### src/rtl/mux8_rr_arbiter_if.sv
// Bundle of the request-side and output-side signals of the 8-way
// round-robin arbiter.
//   req       : 8 request lines, bit i = requester i
//   lock      : 8 burst-hold requests, bit i = requester i
//   in_data   : 8 packed words, requester i at [i*WIDTH +: WIDTH]
//   ack       : one-hot transfer strobe back to the requesters
//   sel       : index of the current winner
//   out_valid : out_data holds a word
//   out_data  : registered selected word
//   out_ready : consumer takes out_data this cycle
// Modport "slave" is the arbiter's view. Modport "master" is the
// environment's view (producers plus consumer).
interface mux8_rr_arbiter_if #(
  parameter int WIDTH = 32
);
  logic [7:0]         req;
  logic [7:0]         lock;
  logic [8*WIDTH-1:0] in_data;
  logic [7:0]         ack;
  logic [2:0]         sel;
  logic               out_valid;
  logic [WIDTH-1:0]   out_data;
  logic               out_ready;

  modport master (
    output req, lock, in_data, out_ready,
    input  ack, sel, out_valid, out_data
  );

  modport slave (
    input  req, lock, in_data, out_ready,
    output ack, sel, out_valid, out_data
  );
endinterface

### src/rtl/mux8_rr_arbiter.sv
// Round-robin arbiter in front of a shared 8:1 word mux. The selected word
// is captured into a one-entry output register that has valid/ready
// backpressure. A requester may hold its grant for up to MAX_BURST
// consecutive transfers by asserting its lock bit.
//   clk   : rising-edge clock
//   reset : asynchronous, active-high reset
//   bus   : mux8_rr_arbiter_if slave modport (req/lock/in_data in,
//           ack/sel out, out_valid/out_data/out_ready output channel)
module mux8_rr_arbiter #(
  parameter int WIDTH     = 32,
  parameter int MAX_BURST = 4
) (
  input logic              clk,
  input logic              reset,
  mux8_rr_arbiter_if.slave bus
);
  localparam int             CW      = $clog2(MAX_BURST + 1);
  localparam logic [CW-1:0]  MAX_CNT = CW'(MAX_BURST);

  logic [2:0]       ptr_reg;
  logic [2:0]       last_sel_reg;
  logic [2:0]       owner_reg;
  logic             lock_active_reg;
  logic [CW-1:0]    burst_cnt_reg;
  logic             out_valid_reg;
  logic [WIDTH-1:0] out_data_reg;

  logic [WIDTH-1:0] word [8];
  logic [7:0]       req_rot;
  logic [2:0]       rr_off;
  logic [2:0]       rr_winner;
  logic [2:0]       winner;
  logic             any_req;
  logic             hold_lock;
  logic             accept;
  logic             grant;
  logic [CW-1:0]    cnt_next;

  // req_rot[k] is the request of the requester k places after ptr. The
  // lowest set bit of req_rot is therefore the round-robin winner.
  for (genvar gi = 0; gi < 8; gi++) begin : g_lane
    assign word[gi]    = bus.in_data[gi*WIDTH +: WIDTH];
    assign req_rot[gi] = bus.req[3'(ptr_reg + 3'(gi))];
  end

  always_comb begin
    rr_off = 3'd0;
    for (int k = 7; k >= 0; k--) begin
      if (req_rot[k]) rr_off = 3'(k);
    end
  end

  assign rr_winner = ptr_reg + rr_off;
  assign any_req   = |bus.req;
  // A lock is honoured only while its owner still requests. Otherwise
  // arbitration falls back to round-robin in the same cycle.
  assign hold_lock = lock_active_reg && bus.req[owner_reg];
  assign winner    = hold_lock ? owner_reg : rr_winner;
  assign accept    = !out_valid_reg || bus.out_ready;
  assign grant     = accept && any_req && !reset;

  // When the owner is not requesting, winner never equals owner. Because
  // of that, this condition only ever extends a lock that was honoured.
  assign cnt_next = (lock_active_reg && (winner == owner_reg))
                    ? burst_cnt_reg + CW'(1) : CW'(1);

  assign bus.ack       = grant ? (8'd1 << winner) : 8'd0;
  assign bus.sel       = reset ? 3'd0 : (any_req ? winner : last_sel_reg);
  assign bus.out_valid = out_valid_reg;
  assign bus.out_data  = out_data_reg;

  always_ff @(posedge clk or posedge reset) begin
    if (reset) begin
      ptr_reg         <= 3'd0;
      last_sel_reg    <= 3'd0;
      owner_reg       <= 3'd0;
      lock_active_reg <= 1'b0;
      burst_cnt_reg   <= '0;
      out_valid_reg   <= 1'b0;
      out_data_reg    <= '0;
    end else if (grant) begin
      out_data_reg    <= word[winner];
      out_valid_reg   <= 1'b1;
      last_sel_reg    <= winner;
      ptr_reg         <= winner + 3'd1;
      owner_reg       <= winner;
      burst_cnt_reg   <= cnt_next;
      lock_active_reg <= bus.lock[winner] && (cnt_next < MAX_CNT);
    end else if (accept) begin
      // Nothing requested: the output drains and any lock lapses.
      // out_data keeps its last value.
      out_valid_reg   <= 1'b0;
      lock_active_reg <= 1'b0;
    end
  end
endmodule

### src/flat_wrapper.sv
// flat-port wrapper written by rule: the top's interface ports become plain ports
module mux8_rr_arbiter_flat 
#(
  parameter int WIDTH     = 32,
  parameter int MAX_BURST = 4
)
  (clk, reset, bus_req, bus_lock, bus_in_data, bus_out_ready, bus_ack, bus_sel, bus_out_valid, bus_out_data);
  mux8_rr_arbiter_if #(.WIDTH(WIDTH)) bus_i ();
  input logic clk;
  input logic reset;
  input wire logic [$bits(bus_i.req)-1:0] bus_req;
  input wire logic [$bits(bus_i.lock)-1:0] bus_lock;
  input wire logic [$bits(bus_i.in_data)-1:0] bus_in_data;
  input wire logic [$bits(bus_i.out_ready)-1:0] bus_out_ready;
  output wire logic [$bits(bus_i.ack)-1:0] bus_ack;
  output wire logic [$bits(bus_i.sel)-1:0] bus_sel;
  output wire logic [$bits(bus_i.out_valid)-1:0] bus_out_valid;
  output wire logic [$bits(bus_i.out_data)-1:0] bus_out_data;
  assign bus_i.req = bus_req;
  assign bus_i.lock = bus_lock;
  assign bus_i.in_data = bus_in_data;
  assign bus_i.out_ready = bus_out_ready;
  assign bus_ack = bus_i.ack;
  assign bus_sel = bus_i.sel;
  assign bus_out_valid = bus_i.out_valid;
  assign bus_out_data = bus_i.out_data;
  mux8_rr_arbiter #(.WIDTH(WIDTH), .MAX_BURST(MAX_BURST)) u_core (.clk(clk), .reset(reset), .bus(bus_i));
endmodule
### config.mk
export PLATFORM = sky130hd
export DESIGN_NAME = mux8_rr_arbiter_flat
export DESIGN_NICKNAME = d
export VERILOG_FILES = /design/src/rtl/mux8_rr_arbiter_if.sv /design/src/rtl/mux8_rr_arbiter.sv /design/src/flat_wrapper.sv
export SDC_FILE = /design/constraint.sdc
export NUM_CORES = 1
export LEC_CHECK = 0
export ABC_CLOCK_PERIOD_IN_PS = 6800
export CAP_MARGIN = 20
export CORE_AREA = 4 4 123 125
export CTS_BUF_LIST = sky130_fd_sc_hd__clkbuf_8
export DETAILED_ROUTE_END_ITERATION = 16
export DIE_AREA = 0 0 127 129
export PLACE_DENSITY = 0.75
export SLEW_MARGIN = 20
export SYNTH_ARGS = -nofsm -noshare
export SYNTH_HDL_FRONTEND = slang
export SYNTH_SLANG_ARGS = --single-unit
### constraint.sdc
create_clock -name clk -period 6.8 [get_ports clk]
set_input_delay 1.36 -clock clk [delete_from_list [all_inputs] [get_ports clk]]
set_output_delay 1.36 -clock clk [all_outputs]
set_load 0.01 [all_outputs]
==> impl_results.md <==
- Final Skew: ~0.010 ns
- Number of H-tree levels: 2
- Setup WS post-layout: 0.1529 ns
- Netlist cell types: 43
- Final Net Count: slightly below 1000
- Largest area contributor in the netlist: mux4_2
- Setup_tns: 0 ns
- Routed Antenna Nets: 0
- Commonest cells after routing, fill and taps aside: clkdlybuf4s50_1 (316), mux4_2 (78), dfrtp_1 (43), mux2i_1 (42), nor2_1 (42)
- Fillers: around 1200
- Yosys top cell area share: 0.3887
- Die Wd: roughly 130 µm
- CP Class: primary input to primary output
- Ports: around 320
- Status: finished, final reports clean
- CP max FO: 5
- Hpwl dp: around 16000 µm
- Area of the multi-input gates: ~3300 µm²
- Max reg flops: 32
- Synth Flop Type: dfrtp_1
- Overall routing resource usage: 0.2266
- Die height: 129 µm
- P_leak: around 3.1 nW
- Number of max-cap violations: 0
- Synth Area per Inst: 12.08 µm²
- # DRC: 0
- Synthesized area: roughly 4500 µm²
- Starting Density: 0.3256
- Largest net degree at the start of global routing: between 80 and 90
- Worst Setup End Kind: primary output
- Final Power: around 0.0057 W
- GPL Wtd Cong: roughly 0.9
- Syn Nets: 660
- First-pass GRT wire length: 28720 µm
- Port Buf Inserts: around 320
- Yosys reg bits: 43
- Hold buffers post-CTS: 0
- Rows: 43
- CP arrival: between 5 and 6 ns
- Clk buf depth: 2
- P&R area growth vs syn: 79.29%
- EDFF count, synth: 0
- Initial antenna violation count: 1
- Final Max Slew Viols: 0
- Vias in the first global route: roughly 5000
- Hold Crit Class: flop to flop
- CTS Buf Count: 5
- RSZ-0062 raised after global routing: no
- Seq/Total Area, Yosys: 0.2381
- Share of cells above drive strength 1: 0.1863
- Maximum vdd drop: 0.7758 mV
- Sequential cell area: 1076 µm²
- Post-synth ARST share: 1.000
- Area contributors post-synth: mux4_2 (39%), dfrtp_1 (24%), mux2i_1 (9.5%)
- Worst skew pair latency: between 0.2 and 0.3 ns
- TritonCTS clock tree: yes
- Mapped Cells: around 370
- Pre-antenna DRT Iters: 4
- Critical Path Source Type: primary input
- Avg WL per Cell: 22.22 µm
- Minimum clock period: 6.647 ns
- Setup violators final: 0
- Power Dens Cells: between 700 and 800 nW/µm²
- Vias/cell: between 5 and 6
- Via Count: between 4000 and 5000
- Worst-path clk slew: 0.08 ns
- Worst slack, placed: 0.004901 ns
- Commonest non-fill, non-tap cell in the layout: clkdlybuf4s50_1
- CTS sink cnt: between 40 and 50
- Slew headroom: 0.4013
- Final period utilization: 0.9775
- Fmax achieved: 0.1504 GHz
- Crit path required time: ~5.4 ns
- Remaining Overflow, GRT: 0
- Hold Vio Cnt, Final: 0
- Drt total wl: 19290 µm
- Pin slew with the least headroom to its limit: between 0.8 and 0.9 ns
- Clk root buf: clkbuf_8
- Total die area: 16380 µm²
- Detailed Route Iter0 Violations: about 290
- Syn. warnings: 0
- Core Area: 13880 µm²
## worst max-delay path, cell delays in order
cell             delay, ns
clkdlybuf4s50_1       0.45
mux4_2                0.52
nor2b_4               0.14
o32ai_1               0.11
a221o_1               0.33
a21bo_2               0.22
a221oi_2              0.24
ha_1                  0.17
inv_1                 0.05
fa_2                  0.45
mux2i_4               0.23
buf_4                 0.20
nand2_1               0.06
a21oi_1               0.18
clkdlybuf4s50_1       0.56
## cells by family (layout without fill, tap and decap cells)
group	Yosys count	after routing	synth area share
adders and majority gates	11	11	0.03212
DFF	43	43	0.2381
and+or+nand+nor	76	76	0.07835
other	0	1	0
muxes	125	125	0.4939
xor gates and xnor gates	8	8	0.01550
AOI/OAI and AO/OA	67	67	0.09607
buffers and inverters	44	357	0.04596
## per-layer routing
metal  up-vias  global-route usage  part of all wire
met2       184              0.4032              0.53
met4         0             0.04543             0.015
li1       2102                   -                 -
met5         -                   0                 0
met3        16             0.05106             0.073
met1      2296              0.2847              0.38
## cells in the mapped netlist, drive strengths merged (2+ instances only)
master   n
and2     5
xnor2    4
mux4    78
nor2b    3
a211oi   4
nor4     2
and3     6
a221oi   2
dfrtp   43
nor2    42
buf     16
a21oi   39
o21ai    5
a21o     2
nand2    8
or3b     4
clkbuf  17
ha      10
xor2     4
inv     11
o21a     3
mux2     4
nand3    4
mux2i   43
## repair_timing
action	in CTS	in global routing
gates resized for setup	2	7
buffers inserted	0	0
setup endpoints to repair	6	10
pin swaps	0	2
## metrics by stage
stage / cells / util / area, µm² / hold slack [ns]
floorplan: 374 / - / 4519 / 0.5060
finish: 868 / 0.5837 / 8103 / 0.5370
global route: 868 / 0.5837 / 8103 / 0.5639
detailed placement: 859 / 0.5727 / 7950 / 0.5200
CTS: 867 / 0.5817 / 8074 / 0.5389
global placement: 859 / 0.5727 / 7950 / 0.5104
## where the power goes
group          leakage (nW)  internal (W)  switching [W]
registers             0.484      0.000390       0.000108
clock network        0.0612      0.000119      0.0000933
logic                  2.58       0.00276        0.00227
total                  3.12       0.00327        0.00247
## worst paths after layout
path | to | startpoint | slack [ns] | depth (start not counted)
min in group asynchronous | u_core.bus.out_valid$_DFFE_PP0P_ | reset | 1.72 | 2
hold / removal | u_core.bus.out_data[4]$_DFFE_PP0P_ | u_core.bus.out_data[4]$_DFFE_PP0P_ | 0.54 | 2
max in group asynchronous | u_core.bus.out_data[4]$_DFFE_PP0P_ | reset | 4.58 | 2
setup reg to reg | u_core.bus.out_data[2]$_DFFE_PP0P_ | u_core.ptr_reg[1]$_DFFE_PP0P_ | 1.56 | 13
hold reg to reg | u_core.bus.out_data[4]$_DFFE_PP0P_ | u_core.bus.out_data[4]$_DFFE_PP0P_ | 0.54 | 2
setup / recovery | bus_sel[1] | bus_req[6] | 0.15 | 15
## area by class of cell
class / instances / area share
clock buffer: 6 / 0.01019
inverter: 11 / 0.005559
antenna: 1 / 0.0003088
multi-input combinational: 287 / 0.4070
tap: 180 / 0.02779
timing repair buffer: 338 / 0.4120
clock inverter: 2 / 0.004324
sequential: 43 / 0.1328
Power figures use the tool's default switching activity.
==> RTL edit: new RTL, config.mk and constraints unchanged <==
Reset style: synchronous (`reset`), changed in one clocked block. Comments in the files are not updated.
--- a/src/rtl/mux8_rr_arbiter.sv
+++ b/src/rtl/mux8_rr_arbiter.sv
@@ -69,7 +69,7 @@
   assign bus.out_valid = out_valid_reg;
   assign bus.out_data  = out_data_reg;
 
-  always_ff @(posedge clk or posedge reset) begin
+  always_ff @(posedge clk) begin
     if (reset) begin
       ptr_reg         <= 3'd0;
       last_sel_reg    <= 3'd0;
Function: differs if reset is asserted again (counterexample within 4 cycles, from zero or initial values and one cycle with reset high); with reset held inactive, the same outputs for 10 cycles.
==> RTL edit against the original RTL <==
  * Total power is 29% lower
  * Critical path depth is 3 higher
  * Setup slack better by 0.087 ns
  * Core utilization increased by 2.3 points
  * Routed wire length up 10%
  * Sequential cell count did not move
  * Maximum frequency rose by 1.3%
  * Design area grew 3.9%
  * Clock power shrank 20%
  * Area after synthesis increased by 11%
  * Via count up 26%
  * Highest routed layer unchanged
==> RTL edit: results (changes against the original RTL) <==
Cells and area:
- The number of nets in the layout is 1166 (+20%).
- The share of final-layout standard cells stronger than drive strength 1 is 0.108 (-0.0784).
- The antenna diode count is 0 (-1).

Detailed routing:
- The via count is 5810 (+26%).
- The number of iterations in the first detailed-routing pass came to 5 (+1).
- The average via count per standard cell came to 5.48 (+3.5%).
- The iteration-0 DRC count of the detailed router is 373 (+27%).
- The detailed-routed wire length on met2 came to 11.3 mm (+10%).
- After detailed routing, no signal wire sits above met4.
- The met3 wire length came to 1.25 mm (-11%).
- The per-cell routed wire length is 20.0 um (-9.8%).

Setup path:
- The critical path arrival is 5.20 ns (-0.09 ns).

Yosys:
- In the synthesized netlist, the cells that appear most often are sky130_fd_sc_hd__mux2i_1, sky130_fd_sc_hd__nor2_1, sky130_fd_sc_hd__nand2_1.
- For this run, the leading register cell type out of synthesis is sky130_fd_sc_hd__dfxtp_1.
- Yosys attributes the largest share of cell area to sky130_fd_sc_hd__dfxtp_1, sky130_fd_sc_hd__mux2i_1, sky130_fd_sc_hd__mux2_2, sky130_fd_sc_hd__a211o_1, sky130_fd_sc_hd__a211oi_1.
- The portion of the post-synthesis area used by sequential elements was 0.172 (-0.0659).
- The number of unique standard cell types used by synthesis is 50 (+16%).
- The fraction of registers with async set/reset is 0 (-1.00).
- The net count of the mapped netlist is 880 (+33%).

Place:
- The placer's final routability congestion estimate is 0.919 (+2.9%).
- The total cell area at the placement stage is 8300 um2 (+4.4%).
- The total half-perimeter wirelength after legalization and detailed placement is 17.1 mm (+6.1%).
- The total placed cells including tap cells is 1052 (+22%).
- The worst setup timing slack at the placement stage was 0.0707 ns (+0.0658 ns).

Pwr:
- The static leakage is 3.24 nW (+3.7%).
- The largest voltage drop on the vdd net came to 0.391 mV (-50%).

Global routing:
- The routing usage on met3 is 0.0399 (-0.0112).
- The global-route wire length before repair is 31.6 mm (+10%).
- The largest net degree at the start of global routing is 80 (-3.6%).
- The number of global-route vias before repair came to 5876 (+17%).
- The overall fraction of global-route tracks in use is 0.240 (+0.0136).
- The met2 track demand over resource came to 0.459 (+0.0560).
- The met1 track demand over resource in global routing came to 0.279 (-0.00571).

Timing:
- The post-route clock skew came to 0.00583 ns (-0.00464 ns).
- The actual slew at the worst max-slew pin is 0.991 ns (+0.0935 ns).

Clock tree:
- The total of cells resized after clock tree synthesis is 0 (-2).
- The number of buffers added for setup after CTS came to 0 (unchanged).
- The clock tree buffer depth is 2 (unchanged).

Outcome:
- The run finished with clean final reports.
==> RTL edit: cell count changes after synthesis, moves of 31 or more <==
cell                       unedited run  this run
sky130_fd_sc_hd__o211ai_1             1        32
sky130_fd_sc_hd__a211o_1              1        33
sky130_fd_sc_hd__mux2i_1             43        84
sky130_fd_sc_hd__dfrtp_1             43         0
sky130_fd_sc_hd__dfxtp_1              0        43
sky130_fd_sc_hd__mux4_2              78        12
sky130_fd_sc_hd__a211oi_1             4        36
sky130_fd_sc_hd__nand2_1              8        46
sky130_fd_sc_hd__a21oi_1             39         7
sky130_fd_sc_hd__mux2_2               4        36
==> RTL edit: logic make-up after synthesis <==
kind of cell | share of synthesized area
adders and majority gates | 0.0290
DFF | 0.172
AOI/OAI and AO/OA | 0.267
xor gates and xnor gates | 0.0105
muxes | 0.303
buffers and inverters | 0.0701
and+or+nand+nor | 0.148
==> RTL edit: where the power goes <==
part | total, mW | switching (mW) | internal, mW
Clock | 0.169 | 0.0982 | 0.0706
Sequential | 0.388 | 0.0594 | 0.328
Combinational | 3.49 | 1.88 | 1.61
Total | 4.05 | 2.04 | 2.01
==> RTL edit: critical path, stage by stage <==
cell                              delay [ns]
sky130_fd_sc_hd__clkdlybuf4s50_1        0.44
sky130_fd_sc_hd__mux4_2                 0.53
sky130_fd_sc_hd__mux2i_1                0.18
sky130_fd_sc_hd__o21ai_0                0.11
sky130_fd_sc_hd__nand2_1                0.07
sky130_fd_sc_hd__o21ai_0                0.07
sky130_fd_sc_hd__nand2_1                0.06
sky130_fd_sc_hd__nand2_1                0.06
sky130_fd_sc_hd__a221oi_2               0.26
sky130_fd_sc_hd__ha_1                   0.19
sky130_fd_sc_hd__inv_1                  0.06
sky130_fd_sc_hd__fa_2                   0.37
sky130_fd_sc_hd__nand2b_1               0.11
sky130_fd_sc_hd__o21ai_1                0.10
sky130_fd_sc_hd__nor3_4                 0.37
sky130_fd_sc_hd__buf_6                  0.17
sky130_fd_sc_hd__and3_1                 0.14
sky130_fd_sc_hd__clkdlybuf4s50_1        0.53
==> RTL edit: final cells by class <==
class / instances / area [um2]
multi-input cells: 474 / 3830
repair buffers: 341 / 3370
well taps: 180 / 225
inverters: 15 / 56.3
clock inverters: 2 / 13.8
fillers: 1184 / 5460
flip-flops and latches: 43 / 861
clock buffers: 5 / 68.8
==> RTL edit: worst paths after layout <==
check | startpoint | slack, ns | to | depth (start not counted)
min | u_core.burst_cnt_reg[1] | 0.48 | u_core.burst_cnt_reg[1] | 2
min reg2reg | u_core.burst_cnt_reg[1] | 0.48 | u_core.burst_cnt_reg[1] | 2
max reg2reg | u_core.ptr_reg[0] | 1.61 | u_core.lock_active_reg | 18
max | bus_req[2] | 0.24 | bus_ack[1] | 18
